<file path="src/rtl/cond_pkg.sv">
// cond_pkg: condition codes and flag-vector bit positions shared by the condition unit
package cond_pkg;
    typedef enum logic [3:0] {EQ, NE, CS, CC, MI, PL, VS, VC, HI, LS, GE, LT, GT, LE, AL, NV} cond_e;
    localparam int FLAG_N = 3;
    localparam int FLAG_Z = 2;
    localparam int FLAG_C = 1;
    localparam int FLAG_V = 0;
endpackage

</file>
<file path="src/rtl/cond_if.sv">
// cond_if: evaluation-stage bus of the condition unit; COND_TRACE_EN adds cond_fail_cnt
interface cond_if;
    logic       valid_in;
    logic [3:0] cond;
    logic [1:0] flag_w;
    logic       pcs_in;
    logic       reg_w_in;
    logic       mem_w_in;
    logic       Z;
    logic       N;
    logic       V;
    logic       C;
    logic       stall;
    logic       flush;
    logic       pcs;
    logic       reg_w;
    logic       mem_w;
    logic       valid_out;
    logic [3:0] flags;
    logic       cond_ex;
`ifdef COND_TRACE_EN
    logic [15:0] cond_fail_cnt;
    modport master (output valid_in, cond, flag_w, pcs_in, reg_w_in, mem_w_in, Z, N, V, C, stall, flush,
                    input pcs, reg_w, mem_w, valid_out, flags, cond_ex, cond_fail_cnt);
    modport slave (input valid_in, cond, flag_w, pcs_in, reg_w_in, mem_w_in, Z, N, V, C, stall, flush,
                   output pcs, reg_w, mem_w, valid_out, flags, cond_ex, cond_fail_cnt);
`else
    modport master (output valid_in, cond, flag_w, pcs_in, reg_w_in, mem_w_in, Z, N, V, C, stall, flush,
                    input pcs, reg_w, mem_w, valid_out, flags, cond_ex);
    modport slave (input valid_in, cond, flag_w, pcs_in, reg_w_in, mem_w_in, Z, N, V, C, stall, flush,
                   output pcs, reg_w, mem_w, valid_out, flags, cond_ex);
`endif
endinterface

</file>
<file path="src/rtl/cond_check.sv">
// cond_check: combinational evaluation of a condition code against the flag register
module cond_check
    import cond_pkg::*;
(
    input  logic [3:0] cond_i,
    input  logic [3:0] flags_i,
    output logic       cond_ex_o
);
    logic n, z, c, v;
    assign n = flags_i[FLAG_N];
    assign z = flags_i[FLAG_Z];
    assign c = flags_i[FLAG_C];
    assign v = flags_i[FLAG_V];
    // decode the condition code; NV is never taken
    always_comb begin
        cond_ex_o = 1'b0;
        case (cond_e'(cond_i))
            EQ: cond_ex_o = z;
            NE: cond_ex_o = !z;
            CS: cond_ex_o = c;
            CC: cond_ex_o = !c;
            MI: cond_ex_o = n;
            PL: cond_ex_o = !n;
            VS: cond_ex_o = v;
            VC: cond_ex_o = !v;
            HI: cond_ex_o = c && !z;
            LS: cond_ex_o = !c || z;
            GE: cond_ex_o = n == v;
            LT: cond_ex_o = n != v;
            GT: cond_ex_o = !z && (n == v);
            LE: cond_ex_o = z || (n != v);
            AL: cond_ex_o = 1'b1;
            NV: cond_ex_o = 1'b0;
        endcase
    end
endmodule

</file>
<file path="src/rtl/cond_unit.sv">
// cond_unit: flag register, condition gating and registered control outputs; COND_TRACE_EN adds a failed-condition counter
module cond_unit
    import cond_pkg::*;
(
    input logic clk,
    input logic rst,
    cond_if.slave bus
);
    logic [3:0] flags_q, flags_d;
    logic       valid_q, pcs_q, reg_w_q, mem_w_q;
    logic       cond_ex, acc;

    cond_check u_check (.cond_i(bus.cond), .flags_i(flags_q), .cond_ex_o(cond_ex));

    assign acc = bus.valid_in && !bus.stall && !bus.flush;

    // flags load only from an accepted, executed instruction, per write-enable half
    always_comb begin
        flags_d = flags_q;
        if (acc && cond_ex && bus.flag_w[1]) begin
            flags_d[FLAG_N] = bus.N;
            flags_d[FLAG_Z] = bus.Z;
        end
        if (acc && cond_ex && bus.flag_w[0]) begin
            flags_d[FLAG_C] = bus.C;
            flags_d[FLAG_V] = bus.V;
        end
    end

    // output stage and flags advance unless stalled; flush clears the stage even under stall
    always_ff @(posedge clk) begin
        if (rst) begin
            flags_q <= 4'b0000;
            valid_q <= 1'b0;
            pcs_q   <= 1'b0;
            reg_w_q <= 1'b0;
            mem_w_q <= 1'b0;
        end else if (bus.flush || !bus.stall) begin
            flags_q <= flags_d;
            valid_q <= acc;
            pcs_q   <= acc && cond_ex && bus.pcs_in;
            reg_w_q <= acc && cond_ex && bus.reg_w_in;
            mem_w_q <= acc && cond_ex && bus.mem_w_in;
        end
    end

`ifdef COND_TRACE_EN
    logic [15:0] cnt_q;
    // count accepted instructions whose condition failed, saturating
    always_ff @(posedge clk) begin
        if (rst) cnt_q <= 16'h0000;
        else if (acc && !cond_ex && cnt_q != 16'hFFFF) cnt_q <= cnt_q + 16'h0001;
    end
    assign bus.cond_fail_cnt = cnt_q;
`endif

    assign bus.flags     = flags_q;
    assign bus.valid_out = valid_q;
    assign bus.pcs       = pcs_q;
    assign bus.reg_w     = reg_w_q;
    assign bus.mem_w     = mem_w_q;
    assign bus.cond_ex   = cond_ex;
endmodule

</file>
<file path="src/flat_wrapper.sv">
// flat-port wrapper written by rule: the top's interface ports become plain ports
module cond_unit_flat import cond_pkg::*;
  (clk, rst, bus_valid_in, bus_cond, bus_flag_w, bus_pcs_in, bus_reg_w_in, bus_mem_w_in, bus_Z, bus_N, bus_V, bus_C, bus_stall, bus_flush, bus_pcs, bus_reg_w, bus_mem_w, bus_valid_out, bus_flags, bus_cond_ex);
  cond_if bus_i ();
  input logic clk;
  input logic rst;
  input wire logic [$bits(bus_i.valid_in)-1:0] bus_valid_in;
  input wire logic [$bits(bus_i.cond)-1:0] bus_cond;
  input wire logic [$bits(bus_i.flag_w)-1:0] bus_flag_w;
  input wire logic [$bits(bus_i.pcs_in)-1:0] bus_pcs_in;
  input wire logic [$bits(bus_i.reg_w_in)-1:0] bus_reg_w_in;
  input wire logic [$bits(bus_i.mem_w_in)-1:0] bus_mem_w_in;
  input wire logic [$bits(bus_i.Z)-1:0] bus_Z;
  input wire logic [$bits(bus_i.N)-1:0] bus_N;
  input wire logic [$bits(bus_i.V)-1:0] bus_V;
  input wire logic [$bits(bus_i.C)-1:0] bus_C;
  input wire logic [$bits(bus_i.stall)-1:0] bus_stall;
  input wire logic [$bits(bus_i.flush)-1:0] bus_flush;
  output wire logic [$bits(bus_i.pcs)-1:0] bus_pcs;
  output wire logic [$bits(bus_i.reg_w)-1:0] bus_reg_w;
  output wire logic [$bits(bus_i.mem_w)-1:0] bus_mem_w;
  output wire logic [$bits(bus_i.valid_out)-1:0] bus_valid_out;
  output wire logic [$bits(bus_i.flags)-1:0] bus_flags;
  output wire logic [$bits(bus_i.cond_ex)-1:0] bus_cond_ex;
  assign bus_i.valid_in = bus_valid_in;
  assign bus_i.cond = bus_cond;
  assign bus_i.flag_w = bus_flag_w;
  assign bus_i.pcs_in = bus_pcs_in;
  assign bus_i.reg_w_in = bus_reg_w_in;
  assign bus_i.mem_w_in = bus_mem_w_in;
  assign bus_i.Z = bus_Z;
  assign bus_i.N = bus_N;
  assign bus_i.V = bus_V;
  assign bus_i.C = bus_C;
  assign bus_i.stall = bus_stall;
  assign bus_i.flush = bus_flush;
  assign bus_pcs = bus_i.pcs;
  assign bus_reg_w = bus_i.reg_w;
  assign bus_mem_w = bus_i.mem_w;
  assign bus_valid_out = bus_i.valid_out;
  assign bus_flags = bus_i.flags;
  assign bus_cond_ex = bus_i.cond_ex;
  cond_unit u_core (.clk(clk), .rst(rst), .bus(bus_i));
endmodule
</file>
<file path="config.mk">
export PLATFORM = sky130hd
export DESIGN_NAME = cond_unit_flat
export DESIGN_NICKNAME = d
export VERILOG_FILES = /design/src/rtl/cond_pkg.sv /design/src/rtl/cond_if.sv /design/src/rtl/cond_check.sv /design/src/rtl/cond_unit.sv /design/src/flat_wrapper.sv
export SDC_FILE = /design/constraint.sdc
export NUM_CORES = 1
export LEC_CHECK = 0
export ABC_AREA = 1
export CAP_MARGIN = 20
export CELL_PAD_IN_SITES_DETAIL_PLACEMENT = 0
export CELL_PAD_IN_SITES_GLOBAL_PLACEMENT = 1
export CORE_MARGIN = 2
export CORE_UTILIZATION = 26
export CTS_BUF_LIST = sky130_fd_sc_hd__clkbuf_2 sky130_fd_sc_hd__clkbuf_4 sky130_fd_sc_hd__clkbuf_8
export DETAILED_ROUTE_END_ITERATION = 16
export PLACE_DENSITY_LB_ADDON = 0.1
export SLEW_MARGIN = 20
export SYNTH_ARGS = -nofsm -noshare
export SYNTH_HDL_FRONTEND = slang
export SYNTH_HIERARCHICAL = 1
export SYNTH_SLANG_ARGS = --single-unit
</file>
<file path="constraint.sdc">
create_clock -name clk -period 1.8 [get_ports clk]
set_input_delay 0.18 -clock clk [delete_from_list [all_inputs] [get_ports clk]]
set_output_delay 0.18 -clock clk [all_outputs]
set_load 0.01 [all_outputs]
</file>
==> reports/summary.txt <==
Crit path DAT = 1.48 ns
Die Wd = 49.3 microns
Fraction of the mapped netlist area in compound gates = 10.3%
CTS Hold Buffers Added = 0
Multi-input gate area in the final layout = 328 sq um
Detailed-route DRC error count = 0
Overall Global Routing Usage = 12.1%
Basic-gate share of the synthesized area counting and, or, nand and nor cells = 49.8%
Final Max Tran Viols = 0
Ratio of cells with drive above 1 in the final layout = 18.1%
Slowest library cell on the worst path = sky130_fd_sc_hd__clkdlybuf4s50_1
Final period utilization = 92.1%
F_max = 603 MHz
TritonCTS Buffers = 3
ANT cells = 0
Number of filler cells placed in the layout = 221
Largest net degree at the start of global routing = 7
Slew at the pin closest to its max-slew limit = 0.246 ns
Maximum Capacitance Violations = 0
Main combinational cell family by area after synthesis = simple AND/OR/NAND/NOR gates
Hold_ws = 0.467 ns
Kind of start point of the critical path = input port
Multiplexer share of the synthesized area = 0%
Violation count after the first detailed-routing iteration = 10
Drt pass-1 iters = 4
Number of distinct library cells after synthesis = 14
Endpoint kind of the worst setup timing path = output pin
Clock Skew = 0.00350 ns
Post-layout min period = 1.66 ns
Netlist Area Pre-Place = 533 sq um
H-tree Lvls = 1
Final HPWL from detailed placement = 1.22 mm
Peak ir drop on the vdd network = 0.286 mV
Die footprint = 0.00243 sq mm
Storage element area = 163 sq um
YS warnings = 6
Critical path start-end classification = input port to output pin
Height of the die = 49.3 microns
Leakage power summed over all cells = 0.000415 uW
Grt ovf = 0
Placed cell count = 150
Post-layout instance count excluding filler cells = 154
Share of the synthesized netlist area taken by xor and xnor gates = 0%
Global-route wire length before repair = 2.33 mm
Result of the run = complete, no violations
Ratio of total power to cell area = 485 mW/mm^2
Area added between synthesis and finish = 71.1%
Design area = 912 sq um
Core area = 0.00194 sq mm
Register clock-pin slew on the reported worst setup and hold paths = 0.05 ns
Total negative slack = 0 ns
Final count of hold timing violations = 0
Number of antenna violations at the first check in global routing = 0
Final antenna-violating net count = 0
Headroom to the max-slew limit = 83.5%
Number of port buffers = 26
# nets final = 147
Longest Clk Path Bufs = 2
Sequential area share after synthesis = 30.0%
Initial core utilization = 27.4%
Final number of setup-violating endpoints = 0
Core Rows = 16
Boundary Pins = 27
Ordered list of cells on the worst path = clkdlybuf4s50_1, nor2_1, o21ai_1, a21oi_1, nor2_2, nand3_2, clkdlybuf4s15_1
Critical path's largest stage delay = 0.45 ns
Root Driver = sky130_fd_sc_hd__clkbuf_4
Via count of the routed design = 667
Critical-path maximum fanout = 3
Post-layout worst setup margin = 0.141 ns
Hold Crit Class = flip-flop to flip-flop
Worst-Skew Late Latency = 0.25 ns
Adder and majority cell fraction of the synthesized area = 0%
Flip-flop and latch count after synthesis = 8
Placed cell area = 872 sq um
DRT Wirelength = 1.46 mm
Count of clock tree sinks = 8
Average wire per standard cell = 9.47 microns
TritonCTS clock tree = built
Syn Inst Count = 91
Worst EP required = 1.62 ns
Via/cell ratio = 4.33
Placement Setup Slack = -0.279 ns
Net count after synthesis = 109
Unrepaired setup endpoints after global routing = no
Post-Synthesis Mean Instance Area = 5.86 sq um
RePlAce Congestion = 0.811
Via count of the first global-routing pass = 614
## cells in the mapped netlist
cell                       number  area (sq um)
sky130_fd_sc_hd__o211ai_1       2          15.0
sky130_fd_sc_hd__nor2_4         1          11.3
sky130_fd_sc_hd__nor2_1        11          41.3
sky130_fd_sc_hd__nor2_2         3          18.8
sky130_fd_sc_hd__o21ai_1        2          10.0
sky130_fd_sc_hd__a21oi_1        5          25.0
sky130_fd_sc_hd__nand2_1       30           113
sky130_fd_sc_hd__inv_1         12          45.0
sky130_fd_sc_hd__nand3_1        8          40.0
sky130_fd_sc_hd__nand3_2        1          10.0
sky130_fd_sc_hd__dfxtp_1        8           160
sky130_fd_sc_hd__inv_2          2          7.51
sky130_fd_sc_hd__o21ai_0        1          5.00
sky130_fd_sc_hd__nand4_1        5          31.3
## area by class of cell
cell class | count | share of cell area (%)
Inverter | 14 | 5.76
Multi-Input combinational cell | 69 | 35.9
Timing Repair Buffer | 33 | 34.3
Clock buffer | 3 | 2.47
Tap cell | 27 | 3.70
Sequential cell | 8 | 17.8
## worst paths after layout
check / depth (start not counted) / slack (ns) / from / end
max: 7 / 0.14 / bus_cond[3] / bus_cond_ex
min: 2 / 0.47 / u_core/bus.pcs$_SDFFE_PP0P_ / u_core/bus.pcs$_SDFFE_PP0P_
max reg2reg: 10 / 0.25 / u_core/bus.flags[0]$_SDFFE_PP0P_ / u_core/bus.flags[3]$_SDFFE_PP0P_
min reg2reg: 2 / 0.47 / u_core/bus.pcs$_SDFFE_PP0P_ / u_core/bus.pcs$_SDFFE_PP0P_
## per-stage QoR
step                      util [%]  total power (uW)
after floorplan                  -               236
after global placement        44.9               315
after detailed placement      44.9               315
after CTS                     46.3               449
after global routing          47.0               473
final                         47.0               442
## critical path: cells and delay by family
family / cells / cell delay [ns]
AOI/OAI and AO/OA: 2 / 0.26
buffers and inverters: 2 / 0.69
and+or+nand+nor: 3 / 0.34
## report_power, final
part | total (uW) | internal, uW | switching [uW] | leakage [uW]
clock | 132 | 76.0 | 55.8 | 0.0000138
combinational | 126 | 68.6 | 57.1 | 0.000335
sequential | 185 | 181 | 3.41 | 0.0000657
total | 442 | 326 | 116 | 0.000415
## routing by layer
metal | vias to the layer above | GRT usage [%] | wire length, microns
met5 | - | 0 | 0
met4 | 0 | 5.71 | 5
met3 | 2 | 2.76 | 74
met2 | 18 | 19.6 | 681
met1 | 282 | 15.1 | 697
li1 | 365 | - | -
## placed cells by master, fill, tap and decap left out, drive strengths merged, types with 2 or more instances in the layout
master and count:
dfxtp 8, o211ai 2, nand3 9, nor2 15, inv 14, buf 7
dlygate4sd2 2, clkbuf 3, nand2 30, nand4 5, clkdlybuf4s50 22, a21oi 5
o21ai 3
## flip-flops by register name (all words and copies together) (netlist names)
name and count:
u_core/bus.pcs 1, u_core/bus.flags 4, u_core/bus.mem_w 1, u_core/bus.valid_out 1, u_core/bus.reg_w 1
## kinds of logic after synthesis
logic type,after synthesis
buf+inv,14
flops,8
compound gates,10
simple gates,59
## repair_timing
item,in CTS,in global routing
setup endpoints to repair,1,5
buffers inserted,1,0
pin swaps,1,1
gates cloned,0,0
gates resized for setup,3,8
No activity file was read; power rests on OpenSTA's default activity.
